File: src/rtl/seg7_led_writer_pkg.sv
// Shared constants for the seven-segment/LED writer: MMIO addresses, the blank
// pattern and the active-low hex glyph table ({g,f,e,d,c,b,a}, 0 = segment on).
package seg7_led_writer_pkg;

  localparam logic [31:0] SEG7_ADDR_LED   = 32'hFFFF_FC60;
  localparam logic [31:0] SEG7_ADDR_DIGLO = 32'hFFFF_FC62;
  localparam logic [31:0] SEG7_ADDR_DIGHI = 32'hFFFF_FC64;
  localparam logic [31:0] SEG7_ADDR_CTRL  = 32'hFFFF_FC66;

  localparam logic [7:0] SEG7_BLANK = 8'hFF;

  // Element k is the glyph for hex digit k; F sits in the top slot.
  localparam logic [15:0][6:0] SEG7_GLYPH_TBL = {
    7'h0E, 7'h06, 7'h21, 7'h46, 7'h03, 7'h08, 7'h10, 7'h00,
    7'h78, 7'h02, 7'h12, 7'h19, 7'h30, 7'h24, 7'h79, 7'h40
  };

endpackage

File: src/rtl/seg7_hex_decode.sv
// Combinational 4-bit hex to 7-segment active-low decoder; zero latency, no
// flow control.
module seg7_hex_decode
  import seg7_led_writer_pkg::*;
(
  input  logic [3:0] nibble,
  output logic [6:0] seg_n
);

  assign seg_n = SEG7_GLYPH_TBL[nibble];

endmodule

File: src/rtl/seg7_led_writer.sv
// MMIO LED + 8-digit seven-segment writer; register writes land on the store edge,
// display outputs are registered one cycle behind the scan state; SEG7_BLINK_EN adds digit blinking.
module seg7_led_writer
  import seg7_led_writer_pkg::*;
#(
  parameter int SCAN_DIV     = 50000,
  parameter int BLINK_FRAMES = 64
) (
  input  logic        clk,
  input  logic        rst,
  input  logic        outCtrl,
  input  logic        writeEnable,
  input  logic [31:0] address,
  input  logic [15:0] writeData,
  output logic [15:0] led,
  output logic [7:0]  segAnode,
  output logic [7:0]  segCathode
);

  localparam int DIV_W = $clog2(SCAN_DIV);
  localparam logic [DIV_W-1:0] DIV_MAX = DIV_W'(SCAN_DIV - 1);

  logic [15:0]      led_q, led_d;
  logic [15:0]      dig_lo_q, dig_lo_d;
  logic [15:0]      dig_hi_q, dig_hi_d;
  logic [15:0]      ctrl_q, ctrl_d;
  logic [DIV_W-1:0] div_cnt_q, div_cnt_d;
  logic [2:0]       digit_idx_q, digit_idx_d;
  logic [7:0]       seg_anode_q, seg_anode_d;
  logic [7:0]       seg_cathode_q, seg_cathode_d;

  logic        wr_en;
  logic        scan_tick;
  logic        digit_on;
  logic [31:0] digits;
  logic [3:0]  sel_nibble;
  logic [6:0]  glyph;

`ifdef SEG7_BLINK_EN
  localparam int FRM_W = (BLINK_FRAMES > 1) ? $clog2(BLINK_FRAMES) : 1;
  localparam logic [FRM_W-1:0] FRM_MAX = FRM_W'(BLINK_FRAMES - 1);

  logic [FRM_W-1:0] frame_cnt_q, frame_cnt_d;
  logic             blink_phase_q, blink_phase_d;
`else
  logic unused_blink;
  assign unused_blink = (^ctrl_q[15:8]) ^ (BLINK_FRAMES > 0);
`endif

  assign digits     = {dig_hi_q, dig_lo_q};
  assign sel_nibble = digits[{digit_idx_q, 2'b00} +: 4];

  seg7_hex_decode u_hex_decode (
    .nibble (sel_nibble),
    .seg_n  (glyph)
  );

  always_comb begin
    led_d       = led_q;
    dig_lo_d    = dig_lo_q;
    dig_hi_d    = dig_hi_q;
    ctrl_d      = ctrl_q;
    wr_en       = outCtrl && writeEnable;

    if (wr_en) begin
      case (address)
        SEG7_ADDR_LED:   led_d    = writeData;
        SEG7_ADDR_DIGLO: dig_lo_d = writeData;
        SEG7_ADDR_DIGHI: dig_hi_d = writeData;
        SEG7_ADDR_CTRL:  ctrl_d   = writeData;
        default:         ;
      endcase
    end

    scan_tick   = (div_cnt_q == DIV_MAX);
    div_cnt_d   = scan_tick ? '0 : div_cnt_q + DIV_W'(1);
    digit_idx_d = scan_tick ? digit_idx_q + 3'd1 : digit_idx_q;

    // Outputs follow the current register/scan state, so anode and cathode move together.
    digit_on = ctrl_q[{1'b0, digit_idx_q}];

`ifdef SEG7_BLINK_EN
    frame_cnt_d   = frame_cnt_q;
    blink_phase_d = blink_phase_q;
    if (scan_tick && digit_idx_q == 3'd7) begin
      if (frame_cnt_q == FRM_MAX) begin
        frame_cnt_d   = '0;
        blink_phase_d = ~blink_phase_q;
      end else begin
        frame_cnt_d = frame_cnt_q + FRM_W'(1);
      end
    end
    if (blink_phase_q && ctrl_q[{1'b1, digit_idx_q}]) begin
      digit_on = 1'b0;
    end
`endif

    seg_anode_d   = digit_on ? ~(8'b1 << digit_idx_q) : SEG7_BLANK;
    seg_cathode_d = digit_on ? {1'b1, glyph} : SEG7_BLANK;
  end

  always_ff @(posedge clk) begin
    if (rst) begin
      led_q         <= '0;
      dig_lo_q      <= '0;
      dig_hi_q      <= '0;
      ctrl_q        <= '0;
      div_cnt_q     <= '0;
      digit_idx_q   <= '0;
      seg_anode_q   <= SEG7_BLANK;
      seg_cathode_q <= SEG7_BLANK;
`ifdef SEG7_BLINK_EN
      frame_cnt_q   <= '0;
      blink_phase_q <= 1'b0;
`endif
    end else begin
      led_q         <= led_d;
      dig_lo_q      <= dig_lo_d;
      dig_hi_q      <= dig_hi_d;
      ctrl_q        <= ctrl_d;
      div_cnt_q     <= div_cnt_d;
      digit_idx_q   <= digit_idx_d;
      seg_anode_q   <= seg_anode_d;
      seg_cathode_q <= seg_cathode_d;
`ifdef SEG7_BLINK_EN
      frame_cnt_q   <= frame_cnt_d;
      blink_phase_q <= blink_phase_d;
`endif
    end
  end

  assign led        = led_q;
  assign segAnode   = seg_anode_q;
  assign segCathode = seg_cathode_q;

endmodule
File: config.mk
export PLATFORM = sky130hd
export DESIGN_NAME = seg7_led_writer
export DESIGN_NICKNAME = d
export VERILOG_FILES = /design/src/rtl/seg7_led_writer_pkg.sv /design/src/rtl/seg7_hex_decode.sv /design/src/rtl/seg7_led_writer.sv
export SDC_FILE = /design/constraint.sdc
export NUM_CORES = 1
export LEC_CHECK = 0
export BUFFER_PORTS_ARGS = -buffer_cell sky130_fd_sc_hd__buf_2
export CAP_MARGIN = 40
export CORE_ASPECT_RATIO = 1.25
export CORE_MARGIN = 1
export CORE_UTILIZATION = 55
export CTS_CLUSTER_SIZE = 10
export DETAILED_ROUTE_END_ITERATION = 10
export PLACE_DENSITY = 0.8
export SLEW_MARGIN = 20
export SYNTH_ARGS = -nofsm -noshare
export SYNTH_HDL_FRONTEND = slang
export SYNTH_HIERARCHICAL = 1
export SYNTH_SLANG_ARGS = --single-unit
File: constraint.sdc
create_clock -name clk -period 3.2 [get_ports clk]
set_clock_uncertainty 0.05 [all_clocks]
set_input_delay 0.8 -clock clk [delete_from_list [all_inputs] [get_ports clk]]
set_output_delay 0.8 -clock clk [all_outputs]
set_load 0.01 [all_outputs]
---- Yosys cells after proc, flatten, opt, wreduce, memory -nomap -nowiden ----
Memories as Yosys holds them, arrays and structs flattened. A register that Yosys moved wholly into a read port is not among the register bits.
Cells that the tools add are included.
storage, ports and cells
  memories kept ........................... 1
  ROM bits ................................ 112
  flip-flop bits (word level) ............. 84
  word-level logic and storage cells ...... 30
memory list
  memory           words  width  read ports  clocked after memory_dff  wr ports  RTL line               RTL
  (no name shown)  16     7      1           1                         0         seg7_hex_decode.sv:10  assign seg_n = SEG7_GLYPH_TBL[nibble];
cells by class
  reduce and logical (&&, ||, !) cells .... 7
  bitwise logic cells ..................... 2
  eq/ne operators ......................... 5
  shifts and indexed selects .............. 2
  magnitude comparators ................... 1
  mux-type cells .......................... 2
  add/subtract/negate cells ............... 2
operators with widths
  cell                   count
  $eq 32x32->1 const B   4
  $shiftx 32x6->4        1
  $add 16x1->16 const B  1
  $eq 16x16->1 const B   1
  $not 8->8              1
  $reduce_and 2->1       4
  $shl 1x3->8 const A    1
  $lt 3x5->1 const B     1
  $reduce_or 2->1        2
  $add 3x1->3 const B    1
  $bmux 1 s3             1
  $logic_and 1x1->1      1
  $mux 1                 1
  $not 1->1              1

---- Depth between registers and ports, before layout ----
  depth after elaboration ................. 4
  gate-level depth with buffers ........... 10
  gate-level depth less buffers ........... 9

---- Hierarchy ----
Netlist, hierarchy kept.
by module, submodules not included
  module           area an instance (um^2)  seq. area each (um^2)  cells an instance  instances
  seg7_led_writer  3,970.1                  1,801.7                376                1
  seg7_hex_decode  270.3                    0.0                    35                 1

---- Least setup slack after synthesis ----
No wires, ideal clock.
  kind .................................... register -> register
  from .................................... reg digit_idx_q[0]
  to ...................................... reg seg_cathode_q[3] (netlist: segCathode[3])
  arrival time ............................ 2.456 ns
  cell stages (with the launch flop) ...... 10
  library setup time ...................... 0.127 ns
  buffers on the path ..................... 1
  path slack .............................. 0.567 ns
  cells stage by stage .................... dfxtp_1 buf_2 mux4_2 nand2_1 nand2_1 inv_1 ha_1 inv_1 mux4_2 or3_1
on the way
  elaborated cells between the ends (all ways) .. 5
  classes of those cells .................. shift: 1; mux: 2; bitwise: 1; reduce/logical: 1
RTL lines
  item                    RTL line                RTL
  start, declared         seg7_led_writer.sv:28   logic [2:0] digit_idx_q, digit_idx_d;
  start signal, assigned  seg7_led_writer.sv:122  digit_idx_q <= digit_idx_d;
  $shiftx 32x6->4         seg7_led_writer.sv:51   assign sel_nibble = digits[{digit_idx_q, 2'b00} +: 4];
  via sel_nibble[0]       seg7_led_writer.sv:36   logic [3:0] sel_nibble;
  end, declared           seg7_led_writer.sv:30   logic [7:0] seg_cathode_q, seg_cathode_d;
The timed path passes the listed nets, and every way through them passes these cells. The select of a mux whose other input is x is not followed.
A chain may end at the register's enable or synchronous reset.

---- Final worst setup path ----
Same ends and word-level chain as after synthesis.

==> flow_summary.ini <==
[status]
outcome = complete, no violations

[run]
cap_violations = 0

[sta]
worstMarginPinSlew_ps = 722
tns_ps = 0
report.final.slew_viol_count = 0
finalWorstSetupSlack_ps = 489
setup_viol = 0
max_freq_mhz = 369
max-slew-margin-rel = 0.515
timing.hold.ws_ps = 421
finalCritPeriodShare = 0.847
timing.final.crit_period_ps = 2710
hold_viol = 0
rsz0062_at_grt = no

[critical_path]
cp-end-kind = register
cp_max_fo = 6
max_stage_delay_ps = 490
worstPathCellList = buf_4 -> mux4_2 -> nand2_1 -> nand2_1 -> inv_1 -> ha_1 -> inv_1 -> mux4_2 -> or3_1
cp-start-kind = register
cp.arrival_ps = 2910
r2r_end = segCathode[3]
r2r_setup_slack_ps = 490
timing.rr.start = digit_idx_q[0]
cp.required_ps = 3400
ff2ff_path_depth = 9
critPathBufInv = 3
startpoint = digit_idx_q[0]
slowest_stage = dfxtp_1
path_class = reg -> reg
crit_family = multiplexers

[logic_synthesis]
synth_fa_ha_area_frac = 0.0413
yosys_warnings = 6
muxShareOfSynthArea = 0.211
synthTopCellsByArea = dfxtp_1, mux2i_1, nand2b_1
yosysTopAreaCell = dfxtp_1
synth_top_family_by_area = simple AND/OR/NAND/NOR gates
syn-num-nets = 477
synth-simple-area-share = 0.241
syn_area_per_cell_um2 = 10.3
yosys.cell_count.top_type = dfxtp_1
async_flop_share = 0
syn_area_um2 = 4240
yosys.area_share.xor_xnor = 0.0269
synth_flop_cell = dfxtp_1
synth-edff-count = 0
synth_top_area_share = 0.425
ys_seq_area_frac = 0.425
synthDistinctLibCells = 43
synthTopCellsByCount = dfxtp_1, nand2b_1, mux2i_1
syn-instance-count = 411
ys_ff_latch = 90
synth-compound-area-share = 0.0156

[global_route]
antenna_found_initial = 0
grt_usage = 0.223
grt_pass1_vias = 2998
grt_pass1_wl_um = 13800
grt_max_degree = 56
grt.overflow.total = 0

[power]
p_clk_frac = 0.432
power.internal_mw = 1.71
combPwrFrac = 0.042
switching_share = 0.201
powerDensity_nw_per_um2 = 433
power.leakage_nw = 2.15
switching_power_mw = 0.430
p_seq_frac = 0.525
ir_worst_vdd_mv = 0.240

[floorplanning]
die_x_um = 80.5
dieHeight_um = 100
die_area_um2 = 8070
boundaryPins = 84
start_util = 0.573
row_count = 35
core_area_um2 = 7400

[drt]
wl_per_cell_um = 14.4
ant_nets = 0
routed_via_density = 5.34
drt-pass1-iter-count = 4
vias = 3132
wl_um = 8460
drc = 0
drt_iter0_markers = 116

[hold_path]
hold_class = reg -> reg
whs_path_depth = 1
hp-start = div_cnt_q[0]
min_to = div_cnt_q[0]

[clocking]
hold_buffers = 0
cts.path.max_buffers = 2
ctsResizeCount = 0
insertion_delay_ps = 360
post_cts_buffers = 0
cts_root_buf = clkbuf_8
cts.sinks = 90
cts_tree = yes
htree_levels = 3
cts_buffers = 9
cts.clk_slew.worst_paths_ps = 90

[placed_design]
place_hpwl_um = 6220
place_area_um2 = 4710
port_buffers = 82
place_congestion = 0.820
place_ws_ps = 490

[finish]
area_delta_synth_final_pct = 16.8
n_antenna_cell = 0
nNetsFinal = 555
stdcell_area_um2 = 4950
final_layout_size_suffix_gt1_frac = 0.249
per-layer routing:
layer | up-vias | share of wire | GRT usage
met3 | 8 | 0.050 | 0.0436
met2 | 80 | 0.51 | 0.389
met1 | 1479 | 0.43 | 0.269
met4 | 0 | 0.013 | 0.0797
met5 | - | 0 | 0
li1 | 1565 | - | -
stage by stage:
| stage | utilization | total power, mW | instances |
|---|---|---|---|
| detailed placement | 0.636 | 1.24 | 570 |
| CTS | 0.669 | 2.16 | 586 |
| global route | 0.669 | 2.22 | 586 |
| floorplan | - | 1.20 | 411 |
| global placement | 0.636 | 1.24 | 570 |
| finish | 0.669 | 2.14 | 586 |
worst max-delay path by stage:
stage | to | slack [ps] | depth (start not counted)
after CTS | segCathode[3] | 490 | 9
after floorplan | segCathode[3] | 570 | 9
after global routing | segCathode[3] | 340 | 9
after detailed placement | segCathode[3] | 490 | 9
after global placement | segCathode[3] | 590 | 9
final | segCathode[3] | 490 | 9
state kept, by name (all words and copies together) (netlist names):
| name | flops |
|---|---|
| led | 16 |
| dig_hi_q | 16 |
| dig_lo_q | 16 |
| digit_idx_q | 3 |
| div_cnt_q | 16 |
| segCathode | 7 |
| ctrl_q | 8 |
| segAnode | 8 |
cells by family (layout without fill, tap and decap cells):
| group | Yosys count | after routing |
|---|---|---|
| AND/OR/NAND/NOR | 173 | 173 |
| flip-flops | 90 | 90 |
| multiplexers | 75 | 75 |
| buffers and inverters | 34 | 117 |
| adder cells (fa/ha/maj) | 14 | 14 |
| XOR/XNOR | 13 | 13 |
| AO/OA/AOI/OAI | 11 | 11 |
| other | 1 | 1 |
cell usage in the layout, fill, tap and decap left out, types with 2 or more instances in the layout:
cell type  synthesis  routed
nor3_1             8       8
or4_1              2       2
mux4_2            11      11
buf_2              3      82
dfxtp_1           90      90
ha_1              14      14
nor4_1             2       2
o21ai_0            3       3
bufinv_16          0       3
or3_1              9       9
mux2i_1           63      63
inv_1             12      12
nor2_1            23      23
nand3_1           10      10
nand4_1            7       7
xnor2_1           10      10
xor2_1             3       3
nand4b_1           3       3
and3_1             3       3
nand3_4            2       2
nand2b_1          73      73
buf_4              5       5
nand2_1           21      21
clkbuf_1          10       2
a21oi_1            4       4
clkbuf_8           0      10
power by group through the flow:
stage	Clock (mW)	Sequential, mW	Combinational (mW)
after floorplan	0	1.15	0.0471
after global placement	0	1.15	0.0902
after detailed placement	0	1.15	0.0913
after CTS	0.946	1.13	0.0918
after global routing	0.993	1.13	0.0999
final	0.926	1.12	0.0909
worst register-to-register path, stage by stage (launching register included):
cell,delay [ps]
dfxtp_1,490
buf_4,220
mux4_2,490
nand2_1,80
nand2_1,140
inv_1,160
ha_1,140
inv_1,50
mux4_2,450
or3_1,340
area by class of cell:
type | count | area (um2)
fillers | 593 | 2450
multi-input cells | 287 | 2270
flip-flops and latches | 90 | 1800
repair buffers | 88 | 468
clock buffers | 12 | 145
well taps | 92 | 115
clock inverters | 4 | 98.8
inverters | 13 | 48.8
Note: power is estimated with default switching activity, not from simulation.
